**src/rtl/counter_run_arbiter.sv**
```systemverilog
// Round-robin arbiter that lends one shared sequence counter to two requesters:
// one clear pulse, then a run of enabled steps, then a done pulse to the owner.
module counter_run_arbiter #(
   parameter int LEN_W = 4
) (
   input  logic             clock,
   input  logic             clear,
   input  logic [1:0]       req,
   input  logic [LEN_W-1:0] len0,
   input  logic [LEN_W-1:0] len1,
   input  logic             pause,
   output logic [1:0]       grant,
   output logic             cnt_clear,
   output logic             cnt_en,
   output logic [1:0]       done,
   output logic             busy,
   output logic [LEN_W-1:0] steps_left
);

   typedef enum logic [1:0] {IDLE, CLR, RUN, DONE} state_t;

   state_t           state, state_nxt;
   logic             winner, winner_nxt;
   logic             last, last_nxt;
   logic [LEN_W-1:0] steps_nxt;
   logic [1:0]       owner;

   // NOTE: state registers use non-blocking assignments so every flop samples
   // the pre-edge values of the others, independent of process ordering.
   always_ff @(posedge clock or posedge clear) begin
      if (clear) begin
         state      <= IDLE;
         winner     <= 1'b0;
         last       <= 1'b1;
         steps_left <= '0;
      end else begin
         state      <= state_nxt;
         winner     <= winner_nxt;
         last       <= last_nxt;
         steps_left <= steps_nxt;
      end
   end

   // NOTE: every signal driven here gets its hold value first, so no path
   // through the case statement can leave one unassigned and infer a latch.
   always_comb begin
      state_nxt  = state;
      winner_nxt = winner;
      last_nxt   = last;
      steps_nxt  = steps_left;
      case (state)
         IDLE: begin
            if (req != 2'b00) begin
               // On a tie the requester that was not served last time wins.
               winner_nxt = (req == 2'b11) ? ~last : req[1];
               steps_nxt  = winner_nxt ? len1 : len0;
               state_nxt  = CLR;
            end
         end
         CLR: begin
            state_nxt = (steps_left == '0) ? DONE : RUN;
         end
         RUN: begin
            if (!pause && (steps_left != '0)) begin
               steps_nxt = steps_left - 1'b1;
               if (steps_left == LEN_W'(1))
                  state_nxt = DONE;
            end
         end
         DONE: begin
            last_nxt  = winner;
            state_nxt = IDLE;
         end
         default: state_nxt = IDLE;
      endcase
   end

   // Outputs decode registered state only; cnt_en alone follows pause directly.
   assign owner     = winner ? 2'b10 : 2'b01;
   assign busy      = (state != IDLE);
   assign grant     = busy ? owner : 2'b00;
   assign cnt_clear = (state == CLR);
   assign cnt_en    = (state == RUN) && !pause;
   assign done      = (state == DONE) ? owner : 2'b00;

endmodule

```
**config.mk**
```make
export PLATFORM = sky130hd
export DESIGN_NAME = counter_run_arbiter
export DESIGN_NICKNAME = d
export VERILOG_FILES = /design/src/rtl/counter_run_arbiter.sv
export SDC_FILE = /design/constraint.sdc
export NUM_CORES = 1
export LEC_CHECK = 0
export CAP_MARGIN = 10
export CORE_ASPECT_RATIO = 0.75
export CORE_MARGIN = 2
export CORE_UTILIZATION = 25
export CTS_CLUSTER_SIZE = 20
export DETAILED_ROUTE_END_ITERATION = 8
export SLEW_MARGIN = 20
export SYNTH_ARGS = -nofsm -noshare
export SYNTH_HDL_FRONTEND = slang
export SYNTH_SLANG_ARGS = --single-unit
```
**constraint.sdc**
```tcl
create_clock -name clock -period 1.65 [get_ports clock]
set_input_delay 0.33 -clock clock [delete_from_list [all_inputs] [get_ports clock]]
set_output_delay 0.33 -clock clock [all_outputs]
set_load 0.02 [all_outputs]
```
==> flow_metrics.tcl, run 1 <==
set metrics [dict create \
    place.gp.congestion 0.789 \
    start_kind "register" \
    synth_compound_area_frac 0.238 \
    synth_fa_ha_area_frac 0.121 \
    antenna_left 0 \
    htreeDepth 1 \
    power.share.clock 0.079 \
    grt_pass1_wl_microns 2660 \
    drive_above_1_share 0.475 \
    grt_pass1_vias 569 \
    p_seq_frac 0.186 \
    drt_iter0_markers 10 \
    synth_mux_area_frac 0.0889 \
    grt_usage 0.133 \
    tns_ps 0 \
    fin_nets 138 \
    io_buffers 23 \
    synth_top_family_by_area "compound AO/OA/AOI/OAI gates" \
    start_util 0.266 \
    antenna_found_initial 0 \
    cts.clk_slew.worst_paths_ps 70 \
    cts_sinks 8 \
    worstSetupPathType "reg -> reg" \
    cts-root-buf "clkbuf_4" \
    clock_skew_ps 9.20 \
    synth.area.top_cells "dfrtp_1 (28%), ha_1 (12%), mux2_2 (7.3%)" \
    fin_util 0.484 \
    arrival_ps 1770 \
    synthFlopType "dfrtp_1" \
    synth.largest_area_cell "dfrtp_1" \
    placed_area_sq_um 1050 \
    cts_buffers 3 \
    period_minus_slack_ps 1620 \
    power_density_nw_per_um2 1940 \
    synth_cell_types 29 \
    intPower_mw 1.25 \
    dpl.hpwl_microns 1390 \
    n_antenna_cell 0 \
    crit_fanout 3 \
    dpl.cell_count 143 \
    die_area_sq_um 2900 \
    max-cap-violations 0 \
    hold_viol 0 \
    cts_buffer_depth 2 \
    yosys.area_share.simple 0.178 \
    seq_area_frac_synth 0.325 \
    finalSetupViolCount 0 \
    asyncSetResetFlopFracSynth 1.00 \
    avgViaCountPerCell 4.47 \
    fmax_mhz 619 \
    peakVddDrop_mv 0.802 \
    critPathBufInv 1 \
    rows 15 \
    die_w_microns 61.5 \
    crit-reg2reg-launch "steps_left[0]" \
    area.growth.synth_to_final_pct 82.0 \
    grt_setup_unrepaired "true" \
    timing.final.max_slew_violations 0 \
    synth_top_area_share 0.283 \
    ys_ff_latch 8 \
    finalCritPeriodShare 0.979 \
    required_ps 1810 \
    syn_inst 68 \
    power.switching_fraction 0.428 \
    p_switching_mw 0.936 \
    gr-total-overflow 0 \
    critPathTopFamily "simple AND/OR/NAND/NOR gates" \
    wl_microns 1790 \
    io_pins 24 \
    critPathLaunch "steps_left[0]" \
    avgSynthCellArea_sq_um 9.11 \
    cp_cell_sequence "inv_2 -> ha_4 -> or4b_4 -> o21ai_4 -> a21oi_1 -> a21o_2" \
    synthesis.nets 87 \
    synth_warnings 0 \
    core_sq_um 2330 \
    synth_area_sq_um 619 \
    n_fill_cell 252 \
    cp-end-kind "register" \
    power.leakage_nw 0.512 \
    routedWlPerCell_microns 11.8 \
    p_comb_frac 0.735 \
    hp-class "in -> async" \
    tightest_slew_ps 382 \
    grt_max_degree 14 \
    cp_slowest_stage_delay_ps 490 \
    cts_tree "built" \
    slew-limit-headroom 0.745 \
    synth_xor_area_frac 0 \
    drc 0 \
    status "finished clean" \
    vias 680 \
    cp_slowest_cell "or4b_4" \
    clkLatencyLatePin_ps 260 \
    die_h_microns 47.1 \
    drt_pass1_iterations 4 \
    synth_edf_count 0 \
    design_area_sq_um 1130 \
    layout.cells.non_filler 152 \
]
synth_stat cells (2+ instances only):
cell type / instances
a21oi_1: 7
dfrtp_1: 7
inv_1: 7
ha_1: 6
nand2_1: 6
mux2_2: 4
nor2_1: 4
nor2b_1: 3
o22ai_1: 3
nor3b_1: 2
final timing paths:
kind	endpoint	slack [ps]	cells after the start
setup / recovery	state[0]	30	6
hold / removal	state[1]	340	2
setup reg to reg	state[0]	30	6
hold reg to reg	winner	620	1
max in group asynchronous	last	990	2
min in group clock	winner	620	1
worst register-to-register path, cell delays in order (launching register included):
cell	delay, ps
dfrtp_2	390
inv_2	60
ha_4	150
or4b_4	490
o21ai_4	160
a21oi_1	80
a21o_2	180
power groups by stage:
stage / clock (mW) / sequential (mW) / combinational [mW]
5_1_grt: 0.194 / 0.423 / 1.76
2_1_floorplan: 0 / 0.474 / 0.739
4_1_cts: 0.182 / 0.409 / 1.49
3_3_place_gp: 0 / 0.403 / 1.51
3_5_place_dp: 0 / 0.410 / 1.52
6_report: 0.172 / 0.408 / 1.61
registers in the layout (all words and copies together), names as in the netlist:
name and count:
winner 1, last 1, steps_left 4, state 2
cells by family (layout without fill, tap and decap cells):
kind of cell	Yosys count	in the layout
multiplexers	5	5
buffers and inverters	8	58
AND/OR/NAND/NOR	20	20
flip-flops	8	8
AO/OA/AOI/OAI	21	21
adder cells (fa/ha/maj)	6	6
per-layer routing:
layer / routed length, microns / GRT usage
met1: 912 / 0.198
met2: 760 / 0.177
met3: 100 / 0.0579
met4: 13 / 0.0255
met5: 0 / 0
layout make-up:
class | count | area, sq um | share of cell area
multi-input combinational | 52 | 447 | 0.396
sequential | 8 | 204 | 0.181
inverter | 7 | 26.3 | 0.0233
timing repair buffer | 47 | 382 | 0.339
tap | 34 | 42.5 | 0.0377
clock buffer | 4 | 26.3 | 0.0233
layout by cell type, fill, tap and decap left out, types with 2 or more instances in the layout:
cell type         n
buf_4            22
clkdlybuf4s50_1  12
a21oi_1           7
nand2_1           6
buf_2             5
dfrtp_1           5
inv_1             4
nor2_1            4
mux2_2            4
o22ai_1           3
inv_2             3
ha_4              3
clkbuf_4          3
dlygate4sd2_1     3
nor2b_1           2
ha_1              2
clkbuf_2          2
buf_6             2
dfrtp_2           2
metrics by stage:
step	hold WS [ps]	setup slack (ps)	power, mW
2_1_floorplan	145	-60.2	1.21
3_3_place_gp	586	-181	1.91
3_5_place_dp	597	-178	1.93
4_1_cts	346	-0.293	2.08
5_1_grt	365	-35.1	2.38
6_report	343	33.9	2.19
what timing repair did:
| action | in CTS | in global routing |
|---|---|---|
| pin swaps | 2 | 2 |
| resized for setup | 29 | 13 |
| hold endpoints to repair | 0 | 0 |
| hold buffers | 0 | 0 |
| setup endpoints to repair | 14 | 13 |
| setup buffers | 0 | 5 |
Power figures use the tool's default switching activity.
==> run 2: changes to the inputs <==
- ABC_AREA: unset -> 0
==> results of run 2 <==
Same layout as run 1: the final DEF is identical, and so are final timing and power.
==> edit 1, RTL diff (settings of run 1) <==
Change the parameter `LEN_W` from 4 to 8.
--- a/src/rtl/counter_run_arbiter.sv
+++ b/src/rtl/counter_run_arbiter.sv
@@ -1,7 +1,7 @@
 // Round-robin arbiter that lends one shared sequence counter to two requesters:
 // one clear pulse, then a run of enabled steps, then a done pulse to the owner.
 module counter_run_arbiter #(
-   parameter int LEN_W = 4
+   parameter int LEN_W = 8
 ) (
    input  logic             clock,
    input  logic             clear,
Interface: changed (resized len0, len1 and steps_left); port bits go from 24 to 36. The function was not compared with the original's and may differ.
==> edit 1 against run 1 <==
The flow now finishes with violations (setup timing). Sequential share of layout area is 1.4 points lower. Die area is 48% higher. Synthesized area is 52% higher. Worst setup slack worse by 0.18 ns. Clock skew is 0.00098 ns higher. Sequential power is 56% higher. Wire length is 77% higher. Sequential cell count is 4 higher. Final area is 63% higher. Power is 64% higher. Critical endpoint is now steps_left[6]. Largest power group unchanged.
==> edit 1: results (changes against run 1) <==
outcome - complete, but fails checks
failing checks - setup timing
VDD IR-drop max - 0.808 mV (+0.73%)
first-pass GRT wire length - 5170 um (+94%)
xor/xnor cell area share of the yosys netlist - 0 (unchanged)
critical path's slowest cell - dfrtp_2
Nets - 206 (+49%)
Placed Cells - 215 (+50%)
largest registers - steps_left: 8 flops, state: 2 flops
MaxCap Viol Count - 0 (unchanged)
ANT cells - 0 (unchanged)
Syn Inst Count - 97 (+43%)
largest net degree at the start of global routing - 13 (-1)
Placement Cell Area - 1650 um2 (+58%)
Seq/Total Area, Yosys - 0.320 (-0.00477)
commonest cells in the synthesized netlist - dfrtp_1, inv_1, ha_1, mux2i_1, nand2_1
crit-path max cell delay - 0.42 ns (-0.07 ns)
later-pin clock latency in the skew report - 0.24 ns (-0.02 ns)
Cell Count, Final, Fillers Out - 230 (+51%)
clock slew at reported path FFs - 0.06 ns
hpwl dp - 2360 um (+69%)
via-per-instance ratio - 4.71 (+5.4%)
Hold WC Path Type - in -> async
Ys Warns - 0 (unchanged)
Final setup viols - 6 (+6)
worst clock skew - 0.0102 ns (+0.000981 ns)
Mapped Nets - 124 (+43%)
antenna violations before repair - 0 (unchanged)
FFs w/ async S/R, synth - 1.00 (unchanged)
multiplexer share of the synthesized area - 0.124 (+0.0348)
clock tree root buffer cell - clkbuf_8
synth top area cells - dfrtp_1, ha_1, mux2i_1
Place WS - -0.343 ns (-0.164 ns)
Rel. slew slack - 0.661 (-0.0837)
Adder-Cell Fraction of Synth Area - 0.0798 (-0.0414)
vias in the first global route - 1,086 (+91%)
Port Buffers - 35 (+52%)
initial drt markers - 65 (+55)
CTS Buffer Depth - 2 (unchanged)
distinct cell type count after synthesis - 41 (+41%)
DRT Pass-1 Iters - 4 (unchanged)
WL final - 3160 um (+77%)
total CTS buffers - 3 (unchanged)
final worst setup slack - -0.149 ns (-0.183 ns)
share of cells above drive strength 1 - 0.494 (+0.0198)
Crit Path Max Fanout - 5 (+2)
Leakage Power - 0.808 nW (+58%)
H-tree depth - 1 (unchanged)
Synth area leader - dfrtp_1
post-synthesis compound-gate area fraction - 0.254 (+0.0156)
CP top delay family - simple AND/OR/NAND/NOR gates
gr usage total - 0.161 (+0.0277)
Arr. time, crit path - 1.97 ns (+0.20 ns)
RePlAce Congestion - 0.815 (+3.3%)
==> edit 1: per-stage QoR <==
stage | setup TNS, ns | total power, mW | hold slack (ns)
floorplan | -0.579 | 1.92 | 0.194
global placement | -2.25 | 3.00 | 0.548
detailed placement | -2.87 | 3.05 | 0.570
CTS | -0.331 | 3.45 | 0.432
global route | -1.03 | 3.87 | 0.453
finish | -0.439 | 3.60 | 0.418
==> edit 1: cell type report <==
class	count	area, um2
Sequential cell	12	307
Clock buffer	4	45.0
Timing Repair Buffer	81	676
Multi-Input combinational cell	73	717
Inverter	8	31.3
Tap cell	52	65.1
Fill cell	350	1800
==> edit 1: routing by layer <==
metal  routed length (um)  GRT usage  up-vias
li1                     -          -      540
met1                 1480      0.211      515
met2                 1510      0.263       27
met3                  147     0.0477        2
met4                   17     0.0306        0
met5                    0          0        -
==> edit 1: power breakdown <==
part | total (mW) | switching (mW) | internal [mW]
combinational | 2.68 | 1.23 | 1.45
sequential | 0.636 | 0.164 | 0.472
clock | 0.277 | 0.107 | 0.170
==> edit 1: path summary, 6_finish.rpt <==
path / endpoint / cells past startpoint / slack (ns) / startpoint
max in group asynchronous: steps_left[2] / 2 / 0.87 / clear
min in group clock: winner / 1 / 0.60 / winner
setup / recovery: steps_left[6] / 6 / -0.15 / steps_left[0]
hold reg to reg: winner / 1 / 0.60 / winner
hold / removal: state[0] / 2 / 0.42 / clear
setup reg to reg: steps_left[6] / 6 / -0.15 / steps_left[0]
==> edit 1: timing repair <==
| item | 4_1_cts | 5_1_grt |
|---|---|---|
| gates cloned | 1 | 0 |
| pin swaps | 6 | 9 |
| buffers inserted | 6 | 4 |
| setup endpoints to repair | 23 | 14 |
| gates resized for setup | 49 | 15 |
